<file path="config.mk">
export PLATFORM = sky130hd
export DESIGN_NAME = inst_prefetch_queue_flat
export DESIGN_NICKNAME = d
export VERILOG_FILES = /design/src/rtl/inst_prefetch_queue_if.sv /design/src/rtl/inst_prefetch_queue.sv /design/src/flat_wrapper.sv
export SDC_FILE = /design/constraint.sdc
export NUM_CORES = 1
export LEC_CHECK = 0
export ABC_AREA = 0
export ABC_CLOCK_PERIOD_IN_PS = 5100
export CAP_MARGIN = 10
export CORE_MARGIN = 3
export CORE_UTILIZATION = 35
export CTS_CLUSTER_DIAMETER = 80
export DETAILED_ROUTE_END_ITERATION = 8
export SLEW_MARGIN = 20
export SYNTH_ARGS = -nofsm -noshare
export SYNTH_HDL_FRONTEND = slang
export SYNTH_SLANG_ARGS = --single-unit
</file>
<file path="constraint.sdc">
create_clock -name CLK -period 5.1 [get_ports CLK]
set_clock_uncertainty 0.05 [all_clocks]
set_input_delay 1.02 -clock CLK [delete_from_list [all_inputs] [get_ports CLK]]
set_output_delay 1.02 -clock CLK [all_outputs]
set_load 0.005 [all_outputs]
</file>
<file path="src/rtl/inst_prefetch_queue_if.sv">
// Fetch-stage bundle: redirect input, instruction ROM port and decode handshake.
// The prefetch queue uses the master view; the surrounding core and ROM use the slave view.
interface inst_prefetch_queue_if #(
    parameter int unsigned DEPTH = 4
);
    localparam int unsigned CW = $clog2(DEPTH) + 1;

    logic          redir_valid;
    logic [31:0]   redir_pc;
    logic          imem_req;
    logic [31:0]   imem_addr;
    logic [31:0]   imem_rdata;
    logic          inst_valid;
    logic [31:0]   inst;
    logic [31:0]   inst_pc;
    logic          inst_ready;
    logic [CW-1:0] q_count;

    modport master (
        input  redir_valid, redir_pc, imem_rdata, inst_ready,
        output imem_req, imem_addr, inst_valid, inst, inst_pc, q_count
    );

    modport slave (
        output redir_valid, redir_pc, imem_rdata, inst_ready,
        input  imem_req, imem_addr, inst_valid, inst, inst_pc, q_count
    );
endinterface

</file>
<file path="src/rtl/inst_prefetch_queue.sv">
// Sequential instruction prefetch with a single outstanding ROM read and a small PC-tagged queue.
// A redirect flushes queued and in-flight fetches and reloads the fetch pointer.
module inst_prefetch_queue #(
    parameter int unsigned DEPTH    = 4,
    parameter logic [31:0] RESET_PC = 32'h0000_0000
) (
    input logic                   CLK,
    input logic                   RSTn,
    inst_prefetch_queue_if.master bus
);
    localparam int unsigned AW = $clog2(DEPTH);
    localparam int unsigned CW = AW + 1;

    typedef struct packed {
        logic [31:0] pc;
        logic [31:0] data;
    } entry_t;

    entry_t        mem [DEPTH];
    logic [AW-1:0] wr_ptr;
    logic [AW-1:0] rd_ptr;
    logic [CW-1:0] count;
    logic [31:0]   fpc;
    logic [31:0]   addr_q;
    logic          inflight;
    logic          rstn_q;
    logic          req_c;
    logic          push_c;
    logic          pop_c;

    // Issue only while queued plus outstanding entries leave room for the response.
    always_comb begin
        req_c  = rstn_q & ~bus.redir_valid &
                 ((CW+1)'(count) + (CW+1)'(inflight) < (CW+1)'(DEPTH));
        push_c = inflight & ~bus.redir_valid;
        pop_c  = (count != '0) & bus.inst_ready;
    end

    assign bus.imem_req   = req_c;
    assign bus.imem_addr  = fpc & 32'hFFFF_FFFC;
    assign bus.inst_valid = (count != '0);
    assign bus.inst       = (count != '0) ? mem[rd_ptr].data : '0;
    assign bus.inst_pc    = (count != '0) ? mem[rd_ptr].pc   : '0;
    assign bus.q_count    = count;

    always_ff @(posedge CLK) begin
        rstn_q <= RSTn;
        if (!RSTn) begin
            fpc      <= RESET_PC;
            addr_q   <= '0;
            inflight <= 1'b0;
            count    <= '0;
            wr_ptr   <= '0;
            rd_ptr   <= '0;
        end else begin
            inflight <= req_c;
            if (req_c) begin
                addr_q <= bus.imem_addr;
                fpc    <= bus.imem_addr + 32'd4;
            end
            // Redirect wins: flush queue, drop the response, reload the pointer.
            if (bus.redir_valid) begin
                fpc    <= bus.redir_pc & 32'hFFFF_FFFC;
                count  <= '0;
                wr_ptr <= '0;
                rd_ptr <= '0;
            end else begin
                if (push_c) wr_ptr <= wr_ptr + AW'(1);
                if (pop_c)  rd_ptr <= rd_ptr + AW'(1);
                count <= count + CW'(push_c) - CW'(pop_c);
            end
        end
    end

    always_ff @(posedge CLK) begin
        if (RSTn && push_c) begin
            mem[wr_ptr] <= '{pc: addr_q, data: bus.imem_rdata};
        end
    end
endmodule

</file>
<file path="src/flat_wrapper.sv">
// flat-port wrapper written by rule: the top's interface ports become plain ports
module inst_prefetch_queue_flat 
#(
    parameter int unsigned DEPTH    = 4,
    parameter logic [31:0] RESET_PC = 32'h0000_0000
)
  (CLK, RSTn, bus_redir_valid, bus_redir_pc, bus_imem_rdata, bus_inst_ready, bus_imem_req, bus_imem_addr, bus_inst_valid, bus_inst, bus_inst_pc, bus_q_count);
  inst_prefetch_queue_if #(.DEPTH(DEPTH)) bus_i ();
  input logic CLK;
  input logic RSTn;
  input wire logic [$bits(bus_i.redir_valid)-1:0] bus_redir_valid;
  input wire logic [$bits(bus_i.redir_pc)-1:0] bus_redir_pc;
  input wire logic [$bits(bus_i.imem_rdata)-1:0] bus_imem_rdata;
  input wire logic [$bits(bus_i.inst_ready)-1:0] bus_inst_ready;
  output wire logic [$bits(bus_i.imem_req)-1:0] bus_imem_req;
  output wire logic [$bits(bus_i.imem_addr)-1:0] bus_imem_addr;
  output wire logic [$bits(bus_i.inst_valid)-1:0] bus_inst_valid;
  output wire logic [$bits(bus_i.inst)-1:0] bus_inst;
  output wire logic [$bits(bus_i.inst_pc)-1:0] bus_inst_pc;
  output wire logic [$bits(bus_i.q_count)-1:0] bus_q_count;
  assign bus_i.redir_valid = bus_redir_valid;
  assign bus_i.redir_pc = bus_redir_pc;
  assign bus_i.imem_rdata = bus_imem_rdata;
  assign bus_i.inst_ready = bus_inst_ready;
  assign bus_imem_req = bus_i.imem_req;
  assign bus_imem_addr = bus_i.imem_addr;
  assign bus_inst_valid = bus_i.inst_valid;
  assign bus_inst = bus_i.inst;
  assign bus_inst_pc = bus_i.inst_pc;
  assign bus_q_count = bus_i.q_count;
  inst_prefetch_queue #(.DEPTH(DEPTH), .RESET_PC(RESET_PC)) u_core (.CLK(CLK), .RSTn(RSTn), .bus(bus_i));
endmodule
</file>
## Yosys cells after proc, flatten, opt, wreduce, memory -nomap -nowiden

Memories as Yosys holds them, arrays and structs flattened. A register that Yosys moved wholly into a read port is not among the register bits.
Cells that the tools add are included.

| word-level totals | value |
|---|---|
| register bits | 71 |
| RAM bits | 248 |
| bits of input ports | 68 |
| output and inout port bits | 101 |
| logic and storage cells | 34 |
| memories | 1 |

Memory list:

| name | words | width | rd ports | clocked after memory_dff | write ports | line | RTL |
|---|---|---|---|---|---|---|---|
| u_core.mem | 4 | 62 | 1 | 1 | 1 | inst_prefetch_queue.sv:19 | `entry_t mem [DEPTH];` |

| operators by class | value |
|---|---|
| $add $sub $neg | 6 |
| $lt $le $gt $ge | 1 |
| multiplexer cells | 8 |
| bitwise logic cells | 6 |
| reduce and logical (&&, ||, !) cells | 4 |

Operator list:

| cell | count |
|---|---|
| $mux W32 | 4 |
| $add A32 B3 Y32 const B | 1 |
| $add A2 B1 Y2 const B | 2 |
| $add A3 B1 Y4 | 1 |
| $and A1 B1 Y1 | 4 |
| $lt A4 B3 Y1 const B | 1 |
| $mux W2 | 2 |
| $add A3 B1 Y3 | 1 |
| $reduce_bool A3 Y1 | 1 |
| $sub A3 B1 Y3 | 1 |
| $mux W1 | 2 |
| $not A1 Y1 | 2 |
| $reduce_bool A2 Y1 | 1 |
| $reduce_or A2 Y1 | 1 |
| $logic_and A1 B1 Y1 | 1 |

## Longest topological paths before layout

| logic depth | value |
|---|---|
| depth in word-level cells | 5 |
| depth in mapped cells | 10 |
| mapped depth without buffers | 9 |

## Least setup slack after synthesis

OpenSTA, ideal clock, no wires.

| timing | value |
|---|---|
| kind | input to register |
| from | in RSTn |
| to | mem u_core.mem[1][0] (netlist name), enable pin |
| library setup time | 427 ps |
| data arrival time | 2995 ps |
| slack | 1628 ps |
| cell stages on the path | 3 |
| path buffers | 1 |
| cell sequence | clkbuf_1 nor2b_1 and3_1 |

| between the ends | value |
|---|---|
| word-level cells in the longest chain between the ends | 3 |

RTL lines:

| item | line | RTL |
|---|---|---|
| from (decl) | flat_wrapper.sv:10 | `input logic RSTn;` |
| $logic_and A1 B1 Y1 | inst_prefetch_queue.sv:76 | `if (RSTn && push_c) begin` |
| $mux W1 | inst_prefetch_queue.sv:76 |  |
| $mux W1 (not written as such) | inst_prefetch_queue.sv:77 | `mem[wr_ptr] <= '{pc: addr_q, data: bus.imem_rdata};` |
| to (decl) | inst_prefetch_queue.sv:19 |  |

No other way between the ends.

==> flow_summary.toml <==
[run_status]
status = "finished, final reports clean"

[critical_path]
crit_slowest_cell = "dfxtp_4"
crit_chain = "buf_4 -> mux4_2 -> and2_1 -> clkdlybuf4s50_1"
cp_num_buf_inv = 2
critPathArrivalTime_ps = 2890
cp-end-kind = "output port"
criticalPathCategory = "reg2out"
crit_fanout = 27
r2r-start = "u_core.bus.q_count[0]"
slowest_delay_ps = 720
cp.required_ps = 4030
startpoint_type = "flop"
rr_worst_depth = 9
r2r_slack_ps = 2210
rr_endpoint = "u_core.bus.q_count[2]"
cp_top_family = "buffers and inverters"

[drt]
wl_per_cell_um = 19.2
routed.top_layer = "met4"
drt_first_pass_iters = 5
wirelength_mm = 27.5
first_iter_violations = 389
drt-met1-wl_mm = 13.2
met3_wirelength_mm = 1.72
drc = 0
wl_met2_mm = 12.1
routed_via_density = 4.94
num_vias = 7072
antenna_left = 0

[die]
initial_utilization_pct = 36.1
core-area_um2 = 35100
die_area_um2 = 38400
std_cell_rows = 68
io_pins = 169
die_h_um = 196
die_w_um = 196

[timing]
period_minus_slack_ps = 3960
tightest_slew_ps = 1050
drv_slew = 0
finalSetupViolCount = 0
slew-limit-headroom_pct = 29.7
rsz0062_at_grt = "false"
final_hold_viol_count = 0
timing.fmax_ghz = 0.253
worst_slack_ps = 1140
finalCritPeriodShare_pct = 77.6
setup_tns_ps = 0

[placed_design]
hpwl_mm = 16.2
gp_congestion = 0.796
io_buffers = 162
pre_cts_slack_ps = 1530
dp_cells = 1368

[synth]
synth_cells = 789
synthDistinctLibCells = 49
ys_seq_area_share_pct = 70.2
synth_edf_count = 248
synth_top_area_cell = "edfxtp_1"
netlist.area_leader.share_pct = 58.9
synth_area_leaders = "edfxtp_1, dfxtp_1, mux4_2"
async_reset_ff_share_pct = 0
synth_warnings = 0
syn_area_um2 = 12600
synth.ff_latch_count = 319
ys.flop_type = "edfxtp_1"
avgSynthCellArea_um2 = 16.0

[min_path]
min_from = "u_core.fpc[31]"
min_path_cells = 2
hold_path_class = "reg2reg"
holdPathEnd = "u_core.addr_q[31]"

[grt]
grt-ovfl-total = 0
antenna_found_initial = 0
grt_max_degree = 64
grt_usage_pct = 14.2
grt_pass1_wl_mm = 43.0
grt_pass1_vias = 7209

[clocking]
htreeDepth = 2
numCtsBuffers = 35
clock_latency_ps = 510
numClockSinks = 319
cts_tree = "yes"
clock-root-buffer = "clkbuf_16"
clkTransAtPathRegs_ps = 60
clockBufferDepth = 3
hold_buffers = 0
cts_setup_buffers = 0
cts_resized = 0

[finish]
fill_cells = 3136
antenna_cells = 0
multi_input_area_um2 = 3550
final_util_pct = 45.2
fin_cells = 1432
nets = 1028
syn_to_final_growth_pct = 25.4
drive_gt1_share_pct = 14.2
regArea_um2 = 8880

[power]
p_leak_nw = 5.04
ir_drop_mv = 0.167
p_per_area_nw_per_um2 = 349

[flow_run]
maxCapViolations = 0
[metrics by stage]
stage	power [mW]	hold slack (ps)	area (µm²)
final	5.54	440	15800
after global routing	5.76	474	15800
after CTS	5.62	440	15800
after detailed placement	3.20	432	14700
after global placement	3.20	420	14700
after floorplan	3.02	410	12600
[per-layer routing]
metal  vias up  GRT usage (%)
li1       3321              -
met1      3521           20.9
met2       198           21.3
met3        32           3.64
met4         0           3.35
met5         -              0
[where the power goes]
| part | switching, mW | internal (mW) |
|---|---|---|
| clock | 0.979 | 1.42 |
| combinational | 0.115 | 0.155 |
| sequential | 0.0482 | 2.82 |
[cell usage after synthesis (4+ instances only)]
cell        n
xor2_1     15
mux4_2     62
clkbuf_1   32
a21oi_1    19
o21ai_0    34
inv_1       8
dfxtp_1    71
a21boi_0   27
nand2_1    77
nand4_1    10
ha_1        8
nand3_1    16
and3_1      8
a31oi_1     6
buf_2      13
and2_1     66
or3_1       6
buf_4       4
xnor2_1    10
nor2_1     10
edfxtp_1  248
[worst max path at each step]
| stage | cells after the start | slack (ps) | end | startpoint |
|---|---|---|---|---|
| 2_1_floorplan | 3 | 1630 | u_core.mem[1][0] | RSTn |
| 3_3_place_gp | 5 | 1520 | bus_imem_req | bus_redir_valid |
| 3_5_place_dp | 5 | 1530 | bus_imem_req | bus_redir_valid |
| 4_1_cts | 4 | 1020 | bus_inst_pc[31] | flop |
| 5_1_grt | 4 | 920 | bus_inst_pc[31] | flop |
| 6_report | 4 | 1140 | bus_inst_pc[31] | flop |
[area by class of cell]
type / instances / area share [%]
well taps: 455 / 3.59
multi-input cells: 415 / 22.4
repair buffers: 172 / 10.8
clock inverters: 13 / 0.718
clock buffers: 50 / 6.27
flip-flops and latches: 319 / 56.0
inverters: 8 / 0.189
[flip-flops by register name, indices dropped and copies added, names as in the netlist, named ones only]
signal	cells
u_core.wr_ptr	2
u_core.rstn_q	1
u_core.rd_ptr	2
u_core.inflight	1
u_core.bus.q_count	3
u_core.mem	248
u_core.fpc	30
u_core.addr_q	30
[kinds of logic after synthesis]
group                    after synthesis  synth area share, %
AO/OA/AOI/OAI                         98                 4.89
XOR/XNOR                              25                 1.73
adder cells (fa/ha/maj)                9                0.950
buffers and inverters                 58                 1.97
flip-flops                           319                 70.2
multiplexers                          64                 11.2
other                                  1               0.0297
AND/OR/NAND/NOR                      215                 9.05
[cells in the final DEF (no fill, tap or decap), drive strengths merged, types with 15 or more instances in the layout]
master	n
edfxtp	248
clkdlybuf4s50	161
nand2	77
dfxtp	71
and2	66
mux4	62
clkbuf	50
o21ai	34
a21boi	30
a21oi	19
nand3	17
xor2	15
[worst register-to-register path: cells and delay by family (launching register included)]
family / cells / cell delay [ps]
buf+inv: 2 / 100
xor+xnor: 1 / 160
flops: 1 / 360
fa+ha+maj: 3 / 790
simple gates: 3 / 1300
Note: power is estimated with default switching activity, not from simulation.
